**src/rtl/hermes_input_buffer_if.sv**
```systemverilog
// Hermes input buffer port bundle.
// Groups the upstream link (rx_i/data_i/credit_o), the switch-control
// handshake (req_o/ack_i/sending_o) and the crossbar side
// (data_o/tx_o/credit_i). The buffer connects through the slave modport;
// its environment connects through the master modport.
interface hermes_input_buffer_if #(
    parameter int FLIT_SIZE = 32
);
    logic                 rx_i;
    logic [FLIT_SIZE-1:0] data_i;
    logic                 credit_o;
    logic                 req_o;
    logic                 ack_i;
    logic                 sending_o;
    logic [FLIT_SIZE-1:0] data_o;
    logic                 tx_o;
    logic                 credit_i;

    modport slave (
        input  rx_i, data_i, ack_i, credit_i,
        output credit_o, req_o, sending_o, data_o, tx_o
    );

    modport master (
        output rx_i, data_i, ack_i, credit_i,
        input  credit_o, req_o, sending_o, data_o, tx_o
    );
endinterface

```
**src/rtl/hermes_input_buffer.sv**
```systemverilog
// Hermes router per-port input buffer.
// Circular FIFO of BUFFER_SIZE flits. A small FSM presents the head flit as
// a routing request, waits for the grant, then streams header, size and
// payload towards the crossbar. sending_o stays high while the output port
// is held and falls for at least one cycle between packets.
// Optional build macro HERMES_BUFFER_STATS_EN adds pkt_cnt_o, a 16-bit
// wrapping count of completed packets.
module hermes_input_buffer #(
    parameter int FLIT_SIZE   = 32,
    parameter int BUFFER_SIZE = 8
) (
    input  logic                  clk_i,
    input  logic                  rst_ni,
`ifdef HERMES_BUFFER_STATS_EN
    output logic [15:0]           pkt_cnt_o,
`endif
    hermes_input_buffer_if.slave  bus
);
    localparam int PW = $clog2(BUFFER_SIZE);
    localparam int CW = PW + 1;
    localparam logic [CW-1:0] FULL_CNT = CW'(BUFFER_SIZE);

    typedef enum logic [2:0] {
        S_IDLE,
        S_REQ,
        S_HEADER,
        S_SIZE,
        S_PAYLOAD
    } state_e;

    state_e               state_q, state_d;
    logic [FLIT_SIZE-1:0] mem_q [BUFFER_SIZE];
    logic [PW-1:0]        wr_ptr_q, rd_ptr_q;
    logic [CW-1:0]        count_q;
    logic [FLIT_SIZE-1:0] payload_cnt_q, payload_cnt_d;
    logic                 sending_q;
    logic                 not_empty;
    logic                 wr_en;
    logic                 rd_en;
    logic                 tx;

    assign not_empty     = (count_q != '0);
    assign bus.credit_o  = (count_q != FULL_CNT);
    assign wr_en         = bus.rx_i && bus.credit_o;
    assign tx            = not_empty &&
                           (state_q inside {S_HEADER, S_SIZE, S_PAYLOAD});
    assign rd_en         = tx && bus.credit_i;
    assign bus.tx_o      = tx;
    assign bus.data_o    = mem_q[rd_ptr_q];
    assign bus.sending_o = sending_q;

    // Flit storage: write at the write pointer; no bypass to data_o.
    always_ff @(posedge clk_i or negedge rst_ni) begin
        if (!rst_ni) begin
            // NOTE: storage is reset on purpose so data_o reads 0 after reset
            // and a reset mid-packet leaves no stale flits behind.
            for (int i = 0; i < BUFFER_SIZE; i++) begin
                mem_q[i] <= '0;
            end
        end else if (wr_en) begin
            mem_q[wr_ptr_q] <= bus.data_i;
        end
    end

    // Pointers wrap naturally; occupancy holds on simultaneous read and write.
    always_ff @(posedge clk_i or negedge rst_ni) begin
        if (!rst_ni) begin
            wr_ptr_q <= '0;
            rd_ptr_q <= '0;
            count_q  <= '0;
        end else begin
            // NOTE: non-blocking so every flop samples pre-edge values,
            // independent of statement order.
            if (wr_en) wr_ptr_q <= wr_ptr_q + PW'(1);
            if (rd_en) rd_ptr_q <= rd_ptr_q + PW'(1);
            case ({wr_en, rd_en})
                2'b10:   count_q <= count_q + CW'(1);
                2'b01:   count_q <= count_q - CW'(1);
                default: count_q <= count_q;
            endcase
        end
    end

    // Packet FSM: next state, payload countdown and routing request.
    always_comb begin
        // NOTE: defaults first so every path assigns every output; no latches.
        state_d       = state_q;
        payload_cnt_d = payload_cnt_q;
        bus.req_o     = 1'b0;
        unique case (state_q)
            S_IDLE: begin
                if (not_empty) state_d = S_REQ;
            end
            S_REQ: begin
                bus.req_o = 1'b1;
                if (bus.ack_i) state_d = S_HEADER;
            end
            S_HEADER: begin
                if (rd_en) state_d = S_SIZE;
            end
            S_SIZE: begin
                if (rd_en) begin
                    payload_cnt_d = bus.data_o;
                    state_d       = (bus.data_o == '0) ? S_IDLE : S_PAYLOAD;
                end
            end
            S_PAYLOAD: begin
                if (rd_en) begin
                    payload_cnt_d = payload_cnt_q - FLIT_SIZE'(1);
                    if (payload_cnt_q == FLIT_SIZE'(1)) state_d = S_IDLE;
                end
            end
            default: state_d = S_IDLE;
        endcase
    end

    // FSM registers; sending_o is its own flop so it never glitches.
    always_ff @(posedge clk_i or negedge rst_ni) begin
        if (!rst_ni) begin
            state_q       <= S_IDLE;
            payload_cnt_q <= '0;
            sending_q     <= 1'b0;
        end else begin
            state_q       <= state_d;
            payload_cnt_q <= payload_cnt_d;
            sending_q     <= (state_d inside {S_HEADER, S_SIZE, S_PAYLOAD});
        end
    end

`ifdef HERMES_BUFFER_STATS_EN
    logic [15:0] pkt_cnt_q;
    logic        pkt_done;

    assign pkt_done  = (state_d == S_IDLE) &&
                       (state_q inside {S_SIZE, S_PAYLOAD});
    assign pkt_cnt_o = pkt_cnt_q;

    // Completed-packet counter, wraps at 0xFFFF.
    always_ff @(posedge clk_i or negedge rst_ni) begin
        if (!rst_ni) begin
            pkt_cnt_q <= '0;
        end else if (pkt_done) begin
            pkt_cnt_q <= pkt_cnt_q + 16'd1;
        end
    end
`endif
endmodule

```
**src/flat_wrapper.sv**
```systemverilog
// flat-port wrapper written by rule: the top's interface ports become plain ports
module hermes_input_buffer_flat 
#(
    parameter int FLIT_SIZE   = 32,
    parameter int BUFFER_SIZE = 8
)
  (clk_i, rst_ni, bus_rx_i, bus_data_i, bus_ack_i, bus_credit_i, bus_credit_o, bus_req_o, bus_sending_o, bus_data_o, bus_tx_o);
  hermes_input_buffer_if #(.FLIT_SIZE(FLIT_SIZE)) bus_i ();
  input  logic clk_i;
  input  logic rst_ni;
  input wire logic [$bits(bus_i.rx_i)-1:0] bus_rx_i;
  input wire logic [$bits(bus_i.data_i)-1:0] bus_data_i;
  input wire logic [$bits(bus_i.ack_i)-1:0] bus_ack_i;
  input wire logic [$bits(bus_i.credit_i)-1:0] bus_credit_i;
  output wire logic [$bits(bus_i.credit_o)-1:0] bus_credit_o;
  output wire logic [$bits(bus_i.req_o)-1:0] bus_req_o;
  output wire logic [$bits(bus_i.sending_o)-1:0] bus_sending_o;
  output wire logic [$bits(bus_i.data_o)-1:0] bus_data_o;
  output wire logic [$bits(bus_i.tx_o)-1:0] bus_tx_o;
  assign bus_i.rx_i = bus_rx_i;
  assign bus_i.data_i = bus_data_i;
  assign bus_i.ack_i = bus_ack_i;
  assign bus_i.credit_i = bus_credit_i;
  assign bus_credit_o = bus_i.credit_o;
  assign bus_req_o = bus_i.req_o;
  assign bus_sending_o = bus_i.sending_o;
  assign bus_data_o = bus_i.data_o;
  assign bus_tx_o = bus_i.tx_o;
  hermes_input_buffer #(.FLIT_SIZE(FLIT_SIZE), .BUFFER_SIZE(BUFFER_SIZE)) u_core (.clk_i(clk_i), .rst_ni(rst_ni), .bus(bus_i));
endmodule
```
**config.mk**
```make
export PLATFORM = sky130hd
export DESIGN_NAME = hermes_input_buffer_flat
export DESIGN_NICKNAME = d
export VERILOG_FILES = /design/src/rtl/hermes_input_buffer_if.sv /design/src/rtl/hermes_input_buffer.sv /design/src/flat_wrapper.sv
export SDC_FILE = /design/constraint.sdc
export NUM_CORES = 1
export LEC_CHECK = 0
export CAP_MARGIN = 20
export CORE_MARGIN = 4
export CORE_UTILIZATION = 45
export DETAILED_ROUTE_END_ITERATION = 8
export GPL_TIMING_DRIVEN = 0
export PLACE_DENSITY = 0.65
export REMOVE_ABC_BUFFERS = 1
export SYNTH_ARGS = -nofsm -noshare
export SYNTH_HDL_FRONTEND = slang
export SYNTH_SLANG_ARGS = --single-unit
```
**constraint.sdc**
```tcl
create_clock -name clk_i -period 3.1 [get_ports clk_i]
set_input_delay 0.465 -clock clk_i [delete_from_list [all_inputs] [get_ports clk_i]]
set_output_delay 0.465 -clock clk_i [all_outputs]
set_load 0.01 [all_outputs]
```
=== Word-level counts from Yosys, hierarchy flattened ===
Cells that the tools add are included.
W data, S select, Z words.

* Register bits: 302
* Bits of input ports: 37

* Add/subtract/negate cells: 5
* $lt $le $gt $ge: 3
* Equal/unequal tests: 13
* Multiplexer cells: 19
* Bitwise gates (word level): 2
* Reductions and logical operators: 12

{| class="wikitable"
|+ Operators by type and width
! operator !! number
|-
| $bwmux W256 || 1
|-
| $mux W32 || 5
|-
| $bmux W32 S3 || 1
|-
| $demux W32 S3 || 1
|-
| $pmux W32 S2 || 1
|-
| $eq A32 B1 Y1 const B || 1
|-
| $logic_not A32 Y1 || 1
|-
| $sub A32 B1 Y32 const B || 1
|-
| $mux W3 || 7
|-
| $pmux W3 S5 || 1
|-
| $eq A3 B2 Y1 const B || 4
|-
| $ge A4 B4 Y1 const B || 2
|-
| $not A3 Y4 || 2
|-
| $pmux W4 S2 || 1
|-
| $add A3 B1 Y3 const B || 2
|-
| $eq A3 B3 Y1 const B || 2
|-
| $reduce_bool A3 Y1 || 2
|-
| $add A4 B1 Y4 const B || 1
|-
| $logic_and A1 B1 Y1 || 4
|-
| $lt A4 B1 Y1 const B || 1
|-
| $ne A2 B1 Y1 const B || 2
|-
| $ne A4 B4 Y1 const B || 1
|-
| $reduce_bool A2 Y1 || 2
|-
| $reduce_bool A4 Y1 || 1
|-
| 7 further kinds || 7
|}

=== Depth between registers and ports, before layout ===
Gate-level depths: netlist of run 1.

* Depth in word-level cells: 10
* Gate-level depth with buffers: 12

=== Worst setup path before layout of run 1 ===
Ideal clock, no wire load.

* Path kind: flip-flop to flip-flop
* Start point: register u_core.rd_ptr_q[1]
* End point: register u_core.sending_q, in the netlist u_core.bus.sending_o
* Setup time: 0.131 ns
* Arrival: 2.744 ns
* Data required time: 2.969 ns
* Slack: 0.225 ns
* Cell stages (with the launch flop): 11
* Clock period less this slack: 2.875 ns
* Path through: dfrtp_1 -> buf_2 -> buf_4 -> clkbuf_1 -> clkbuf_1 -> mux4_2 -> mux2i_1 -> nand4_1 -> nor4_1 -> a31oi_1 -> or3_1

* Word-level cells in the longest chain between the ends: 10

{| class="wikitable"
|+ Ends and longest elaborated chain
! element !! line !! text
|-
| start, declared || hermes_input_buffer.sv:33 || <nowiki>logic [PW-1:0] wr_ptr_q, rd_ptr_q;</nowiki>
|-
| start signal, assigned || hermes_input_buffer.sv:75 || <nowiki>if (rd_en) rd_ptr_q <= rd_ptr_q + PW'(1);</nowiki>
|-
| $not A3 Y4 (not written as such) * || hermes_input_buffer.sv:49 || <nowiki>assign bus.data_o = mem_q[rd_ptr_q];</nowiki>
|-
| $bmux W32 S3 * || hermes_input_buffer.sv:49 ||
|-
| $mux W32 (not written as such) * (2 in series) || hermes_input_buffer.sv:49 ||
|-
| $logic_not A32 Y1 * || hermes_input_buffer.sv:104 || <nowiki>state_d = (bus.data_o == '0) ? S_IDLE : S_PAYLOAD;</nowiki>
|-
| $mux W3 * || hermes_input_buffer.sv:104 ||
|-
| $mux W3 * || hermes_input_buffer.sv:102 || <nowiki>if (rd_en) begin</nowiki>
|-
| $pmux W3 S5 * || hermes_input_buffer.sv:90 || <nowiki>unique case (state_q)</nowiki>
|-
| $eq A3 B2 Y1 / $eq A3 B3 Y1 (equally long branches) || hermes_input_buffer.sv:126 || <nowiki>sending_q <= (state_d inside {S_HEADER, S_SIZE, S_PAYLOAD});</nowiki>
|-
| $reduce_bool A3 Y1 * || hermes_input_buffer.sv:126 ||
|-
| end signal, assigned || hermes_input_buffer.sv:126 ||
|-
| end, declared || hermes_input_buffer.sv:36 || <nowiki>logic sending_q;</nowiki>
|}

Every way passes the cells marked *; elsewhere a longest branch is shown, timed or not. The select of a mux whose other input is x is not followed.
A chain may end at the register's enable or synchronous reset.

=== Worst setup path after layout of run 1 ===
* Start point: register u_core.rd_ptr_q[0]
* End point: output bus_data_o[13]

* Word-level cells in the longest chain between the ends: 4

{| class="wikitable"
|+ Ends and longest elaborated chain
! element !! line !! text
|-
| $not A3 Y4 (not written as such) || hermes_input_buffer.sv:49 ||
|-
| $bmux W32 S3 || hermes_input_buffer.sv:49 ||
|-
| $mux W32 (not written as such) (2 in series) || hermes_input_buffer.sv:49 ||
|-
| end, declared || flat_wrapper.sv:18 || <nowiki>output wire logic [$bits(bus_i.data_o)-1:0] bus_data_o;</nowiki>
|}

Every way passes these cells. The select of a mux whose other input is x is not followed.

==> results, run 1 <==
- The run finished with clean final reports.
- The number of nets in the final layout is 1155.
- The layout cell share with drive strength beyond 1 is 0.4185.
- The delay of the slowest cell on the worst path is around 0.50 ns.
- For met1 alone, demand over resource in global routing was 0.2948.
- After filler insertion, the fill cell instance count of the layout stands at around 2500.
- The Yosys step of the flow raised 0 warnings.
- The slowest library cell on the worst path is mux4_2.
- 73 I/O pins were placed.
- The first-pass detailed-route iteration total is 5.
- The worst path needs 3.028 ns of the cycle, external delays included.
- The combined buffer and inverter count along the critical path is 4.
- The aggregate negative setup slack is 0 ns.
- The clock transition at the registers of the reported paths is around 0.060 ns.
- Before CTS, the worst setup slack after placement is -0.7085 ns.
- The x dimension of the die is 185.8 um.
- The via count of the first global-routing pass is approximately 9200.
- Traced cell by cell, the critical path runs through buf_4, buf_12, buf_6, mux4_2, mux2_2, dlygate4sd2_1.
- Of all nets on the critical path, the largest fanout is 13.
- For this configuration, the core starts out at a cell density of 0.4604.
- The cell area reported after detailed placement is 15650 um2.
- In this run the mean area of a mapped cell was 14.02 um2.
- The count of input and output buffers is 72.
- After routing the design area is roughly 17000 um2.
- The most frequent cell after synthesis is dfrtp_1.
- The routed length per placed instance is between 20 and 25 um.
- Global routing finished with a remaining overflow of 0.
- For this run, the leading register cell type out of synthesis is dfrtp_1.
- The first routing iteration left approximately 620 violations.
- After the flow finishes, the layout carries non-filler instances totaling 1531.
- The insertion delay to the later sink of the worst-skew pair is just over 0.5 ns.
- The synthesized netlist contains 57 unique library cells.
- At the end of the flow the core is filled with cells to 0.5574.
- The final count of pins violating max slew is 0.
- Entering global routing, the biggest net connects 120 pins.
- For met2 alone, demand over resource in global routing was 0.3067.
- Setup violations remaining at the end of the flow were counted as 0.
- The worst relative slew slack is 0.3940.
- Power spread over the standard cell area amounts to 1216 nW/um2.
- The commonest cells after synthesis are dfrtp_1 (302), mux2_2 (275), mux4_2 (64).
- The cell area after synthesis is between 10000 and 15000 um2.
- In this run, placement finished with an instance count of about 1400.
- STA classifies the critical path startpoint as a flop.
- The total power after layout is around 21 mW.
- The kind of capture point of the worst setup path is an output port.
- The synthesized design spends more area on one cell type than any other, namely dfrtp_1.
- The count of nets left with antenna violations once routing finished came out at 0.
- The clock tree synthesis step divided the H-tree into 2 levels.
- VDD sags by at most between 800 and 900 uV.
- In the global route stage, overall resource usage came out at 0.1951.
- In the global route stage, met3 resource usage came out at 0.02638.
- The final worst-path cycle share is 0.9766.
- The final layout contains routed wiring with a total length of about 33000 um.
- The repair_antennas step left the layout with diodes totalling 0.
- Routability-driven placement finished with a final weighted congestion of just over 0.8.
- Max-cap violations in this run came to 0.
- By area the synthesized netlist is led by dfrtp_1 (53%), mux2_2 (22%), mux4_2 (10%).
- The critical path runs through a total of 6 cells.
- After legalization and detailed placement, the total HPWL measured 20830 um.
- The number of antenna violations at the first check in global routing is 0.
- TritonCTS built the clock tree.
- The transition time at the pin with the least slew margin is ~0.9 ns.
- The post-detailed-route via-to-cell ratio is approximately 5.8.
- Data on the critical path arrives at its endpoint at about 2.6 ns.
- The total via count after detailed routing is approximately 9000.
- The highest attainable clock frequency is between 0.3 and 0.4 GHz.
- The share of synthesized area in the top cell type comes to 0.5310.
- The root buffer cell chosen for the clock tree is clkbuf_16.
- The kind of cell with the highest combined delay along the critical path is multiplexers.
- In this run, CTS created clock tree buffers numbering 34.
- The register bit count reported by yosys is between 300 and 400.
- The floorplan die height is 185.8 um.
- The class of the tightest hold or removal check is input port to asynchronous set/reset pin.
- The area growth from synthesis to layout is 21.07%.
- At the worst endpoint, the required time is approximately 2.6 ns.
- Across all setup checks in the final design, the least slack found is a little over 0.07 ns.
- Across the routed clock network, the largest skew measured is between 0.015 and 0.02 ns.
- The global-route layer with the greatest usage is met2.
- For this run, design rule violations remaining after detail routing come to 0.
- The static leakage is between 7 and 8 nW.
- The cell count after synthesis came out at 1015.
- Setup repair after global routing could not meet its margin everywhere.
- The hold violation total from the final report came to 0.
- The worst-case clock buffer depth is 3.
- Counting flops with a built-in enable in the synthesized netlist gives 0.
- The number of sinks on the clock net is slightly above 300.
- Counting flops with an async set or reset pin after synthesis yields a share of 1.000.
- The core region area is a little over 30000 um2.
- The path depth of the worst reg2reg path is 8.
- The critical path is of the flop to output port type.
- The wire length of the first global-routing pass is about 53000 um.
- Of the synthesized area, sequential elements account for 0.5310.
- The smallest hold slack is 0.4980 ns.
- The die outline area is ~35000 um2.
- In this run the core area contains 64 standard-cell rows.
[cell type report]
type                            count  area [um2]  area share
Multi-Input combinational cell    624        6548      0.3800
Clock buffer                       57        1061     0.06158
Timing Repair Buffer              126        1433     0.08315
Tap cell                          396       495.5     0.02876
Sequential cell                   302        7566      0.4391
Inverter                           22       82.58    0.004793
Clock inverter                      4       45.04    0.002614
[worst register-to-register path, delay by kind of cell (launching register included)]
family                 cells  cell delay [ns]
AO/OA/AOI/OAI              1             0.11
buffers and inverters      2             0.32
flip-flops                 1             0.47
multiplexers               2             0.84
AND/OR/NAND/NOR            3             1.15
[state kept, by name (all words and copies together), names as in the netlist]
register              count
u_core.rd_ptr_q           3
u_core.wr_ptr_q           3
u_core.payload_cnt_q     32
u_core.bus.sending_o      1
u_core.mem_q            256
u_core.state_q            3
u_core.count_q            4
[kinds of logic (layout without fill, tap and decap cells)]
group	Yosys count	after routing	share of synthesized area
xor+xnor	8	8	0.004924
simple gates	144	144	0.05284
flops	302	302	0.5310
buf+inv	89	209	0.02664
mux	355	355	0.3301
compound gates	109	109	0.04686
fa+ha+maj	8	8	0.007561
[report_power, final]
part | internal [mW] | leakage [nW] | switching (mW)
Combinational | 5.51 | 3.09 | 4.29
Sequential | 5.94 | 3.63 | 1.25
Clock | 2.41 | 0.541 | 1.56
Total | 13.9 | 7.27 | 7.10
[cell usage in the layout, fill, tap and decap left out, types with 5 or more instances in the layout]
cell type | synthesis | final
a22oi_1 | 7 | 7
buf_12 | 0 | 6
clkdlybuf4s50_1 | 0 | 51
nor2_1 | 32 | 32
clkbuf_8 | 0 | 6
o22ai_1 | 7 | 7
ha_1 | 7 | 7
buf_6 | 3 | 6
clkbuf_16 | 0 | 37
o21ai_0 | 30 | 29
mux4_2 | 64 | 64
nand2_1 | 36 | 33
nand4b_1 | 5 | 5
nand4_1 | 5 | 5
inv_1 | 21 | 20
buf_8 | 0 | 10
mux2i_4 | 0 | 11
dfrtp_1 | 302 | 299
buf_16 | 0 | 7
a21oi_1 | 37 | 37
mux2_2 | 275 | 273
clkbuf_1 | 41 | 14
dlymetal6s2s_1 | 0 | 5
nor4_1 | 11 | 9
buf_4 | 2 | 25
dlygate4sd2_1 | 0 | 15
nor3_1 | 13 | 13
xnor2_1 | 5 | 5
nand3_1 | 10 | 9
[final timing paths]
kind,startpoint,to,slack [ns]
worst max-delay path,u_core.rd_ptr_q[0],bus_data_o[13],0.07
worst min-delay path,rst_ni,u_core.mem_q[25],0.50
worst max register to register,u_core.rd_ptr_q[0],u_core.bus.sending_o,0.08
worst min register to register,u_core.mem_q[28],u_core.mem_q[28],0.50
max in group asynchronous,rst_ni,u_core.rd_ptr_q[0],1.12
min in group clk_i,u_core.mem_q[28],u_core.mem_q[28],0.50
[what timing repair did]
| action | 4_1_cts | 5_1_grt |
|---|---|---|
| hold endpoints to repair | 69 | 0 |
| buffers inserted | 11 | 9 |
| hold buffers | 1 | 0 |
| cloned | 2 | 0 |
| gates resized for setup | 47 | 16 |
| endpoints found under the setup margin | 50 | 19 |
[layer usage]
metal  vias to the layer above  routed length (um)
li1                       3993                   -
met1                      4625               15940
met2                       144               15420
met3                        48                1084
met4                         0                 552
met5                         -                   0
Note: power is estimated with default switching activity, not from simulation.
==> inputs of run 2 (changes only) <==
- CORE_UTILIZATION: 45 -> 44
- CTS_CLUSTER_SIZE: default -> 8
- PLACE_DENSITY: 0.65 -> default
==> run 2 against run 1 <==
Effect of this change: fmax down 1.1%; via count up 1.2%; clock-buffer cell count shrank 8; critical endpoint is now bus_data_o[21]; sequential cell count unchanged; critical path depth shrank 2; first-iteration DRC count shrank 1.4%; clock power increased by 3%; sequential share of layout area is 0.16 points lower; non-clock buffer count increased by 1; critical path type unchanged; cell count down 0.20%; clock skew fell by 0.0060 ns.
==> results, run 2 (synthesis results as in run 1) <==
- The insertion delay to the later sink of the worst-skew pair was 0.53 ns (+0.02 ns).
- The setup slack after placement was -0.7879 ns (-0.07949 ns).
- Ranked by flip-flop count, first place goes to u_core.mem_q.
- The worst-case clock buffer depth is 3 (unchanged).
- The critical path is of the flop to output port type.
- The pin count of the biggest net entering global routing is 113 (-5.8%).
- The library cell used most frequently in the layout, excluding fill and tap cells, is dfrtp_1.
- The floorplan die height came to 187.8 um (+1.1%).
- The total power after layout is 21.07 mW (+0.55%).
- The path depth of the worst reg2reg path is 7 (-1).
- The run finished with clean final reports.
- In the layout the commonest cells are dfrtp_1 (299), mux2_2 (268), mux4_2 (64).
- The count of pins on the block boundary is 73 (unchanged).
- The number of antenna violations at the first check in global routing came to 0 (unchanged).
- The layout cell share with drive strength beyond 1 is 0.4227 (+0.004233).
- The number of buffers created by CTS is 43 (+26%).
- The final standard cell area without fillers is 17290 um2 (+0.37%).
- The end point of the critical path is bus_data_o[21].
- The estimated wirelength of the detail-placed design was 21410 um (+2.7%).
- The clock transition at the registers of the reported paths is 0.05 ns (about the same).
- The DRC marker count from the first detailed-route iteration was 613 (-1.4%).
- For this design, the slowest cell found on the critical path is mux4_2.
- The final wirelength is 33810 um (+2.5%).
- The number of antenna repair diodes was 0 (unchanged).
- The number of core rows came to 65 (+1.6%).
- The sort of element at the start of the critical path is a flop.
- The TritonCTS clock tree is yes.
- The slack of the worst reg-to-reg path is 0.05 ns (-0.03 ns).
- The max-capacitance violation count is 0 (unchanged).
- The hold violation total from the final report is 0 (unchanged).
- The setup violation total in the final timing report was 0 (unchanged).
- The number of flip-flops in the largest register is 256 (unchanged).
- STA classifies the critical path endpoint as an output port.
- The final estimated routing congestion in global placement is 0.8165 (-1.7%).
- The post-detailed-route via-to-cell ratio is 5.832 (+1.4%).
- The share of the core filled with cells is 0.5452 (-0.01219).
- The remaining antenna violation count after routing is 0 (unchanged).
- The minimum setup slack in the final design is 0.03845 ns (-0.03403 ns).
- The total via count after detailed routing is 8912 (+1.2%).
- The number of buffers added to fix hold violations after cts is 0 (-1).
- The top fanout value on the critical path is 8 (-5).
- The core region area is 31720 um2 (+2.6%).
- The maximum vdd drop is 513.7 uV (-40%).
- Setup repair after global routing could not meet its margin everywhere.
- The count of input and output buffers is 72 (unchanged).
- The routed length per placed instance is 22.13 um (+2.7%).
- The transition time at the pin with the least slew margin is 0.8673 ns (-0.03685 ns).
- Traced cell by cell, the critical path runs through buf_4, mux4_2, mux2_2, clkdlybuf4s50_1.
- The terminus of the critical flop-to-flop path is u_core.bus.sending_o.
- The combined buffer and inverter count along the critical path is 2 (-2).
- The final worst-path cycle share is 0.9876 (+0.01098).
- The x dimension of the die was 187.8 um (+1.1%).
- The starting utilization of the core area is 0.4487 (-0.01173).
- The required time of the critical path is 2.63 ns (about the same).
- The master cell of the clock root buffer is clkbuf_16.
- The worst relative slew slack is 0.4218 (+0.02776).
- The family with the most delay on the worst path is multiplexers.
- The minimum clock period is 3.062 ns (+0.03403 ns).
- The largest registers in the layout are u_core.mem_q x256, u_core.payload_cnt_q x32, u_core.count_q x4.
- The overall track demand over capacity in global routing is 0.1910 (-0.004091).
- The highest attainable clock frequency is 0.3266 GHz (-1.1%).
- The total grt overflow is 0 (unchanged).
- The instance count on the critical path is 4 (-2).
- The wire length of the first global-routing pass was 53610 um (+1.7%).
- The number of sinks on the clock net is 302 (unchanged).
- The launch point of the worst path is u_core.rd_ptr_q[0].
- The number of levels in the clock H-tree is 2 (unchanged).
- The first-pass detailed-route iteration total is 5 (unchanged).
- The final count of pins violating max slew came to 0 (unchanged).
- The worst hold path belongs to the class input port to asynchronous set/reset pin.
- The die outline area is 35290 um2 (+2.2%).
- The delay of the slowest cell on the worst path is 0.53 ns (+0.03 ns).
- The area growth from synthesis to layout is 21.52%.
- The reg-to-reg critical path startpoint is u_core.rd_ptr_q[0].
- The power per unit of standard cell area is 1218 nW/um2 (+0.18%).
- The via count of the first global-routing pass is 9143 (-0.53%).
- The data arrival time of the critical path is 2.60 ns (+0.04 ns).
- The cell area reported after detailed placement is 15680 um2 (+0.22%).
- The clock skew is 0.009131 ns (-0.005988 ns).
- The count of unresolved DRC violations after routing was 0 (unchanged).
- The static leakage is 7.266 nW (about the same).
- The number of nets in the final layout is 1165 (+0.87%).
-- run 2: report_power, final --
part           internal (mW)  leakage (nW)  switching (mW)  total (mW)
logic                   5.48          3.07            4.31        9.79
clock network           2.51         0.560            1.60        4.10
registers               5.95          3.63            1.23        7.18
-- run 2: worst reg2reg max path: stages, from the launching register on --
cell,delay (ns)
dfrtp_4,0.45
buf_4,0.26
mux4_2,0.54
mux2_2,0.32
or4_1,0.59
nor4_4,0.28
a31oi_1,0.13
or3_1,0.34
-- run 2: metrics by stage --
stage	cells	TNS (ns)	hold WS, ns
detailed placement	1456	-8.071	0.4881
floorplan	948	-206.79	0.1694
global route	1528	-0.2664	0.1005
global placement	1422	-4478.73	0.4822
CTS	1516	-0.03374	0.05591
finish	1528	0	0.02262
-- run 2: how the worst min path moves through the flow --
stage | start | to | slack, ns
final | rst_ni | u_core.mem_q[89] | 0.02
after global routing | rst_ni | u_core.mem_q[89] | 0.10
after CTS | rst_ni | u_core.mem_q[89] | 0.06
after detailed placement | u_core.mem_q[253] | u_core.mem_q[253] | 0.49
after global placement | u_core.mem_q[18] | u_core.mem_q[18] | 0.48
after floorplan | rst_ni | u_core.bus.sending_o | 0.17
-- run 2: layout make-up --
cell class | count | area [um2]
Fill cell | 2606 | 14420
Inverter | 22 | 82.58
Tap cell | 402 | 503.0
Clock buffer | 49 | 1120
Timing Repair Buffer | 127 | 1448
Multi-Input combinational cell | 624 | 6550
Sequential cell | 302 | 7566
Clock inverter | 2 | 25.02
-- run 2: per-layer routing --
layer  vias to the layer above  global-route usage  wire, um
met1                      4682              0.2915     16510
met3                        45             0.03090      1424
met5                         -                   0         0
li1                       3988                   -         -
met2                       197              0.2895     15280
met4                         0             0.04545       599
-- run 2: repair_timing --
item	4_1_cts	5_1_grt
buffers inserted	9	10
pin swaps	0	3
resized for setup	51	21
setup endpoints to repair	37	20
gates cloned	0	1
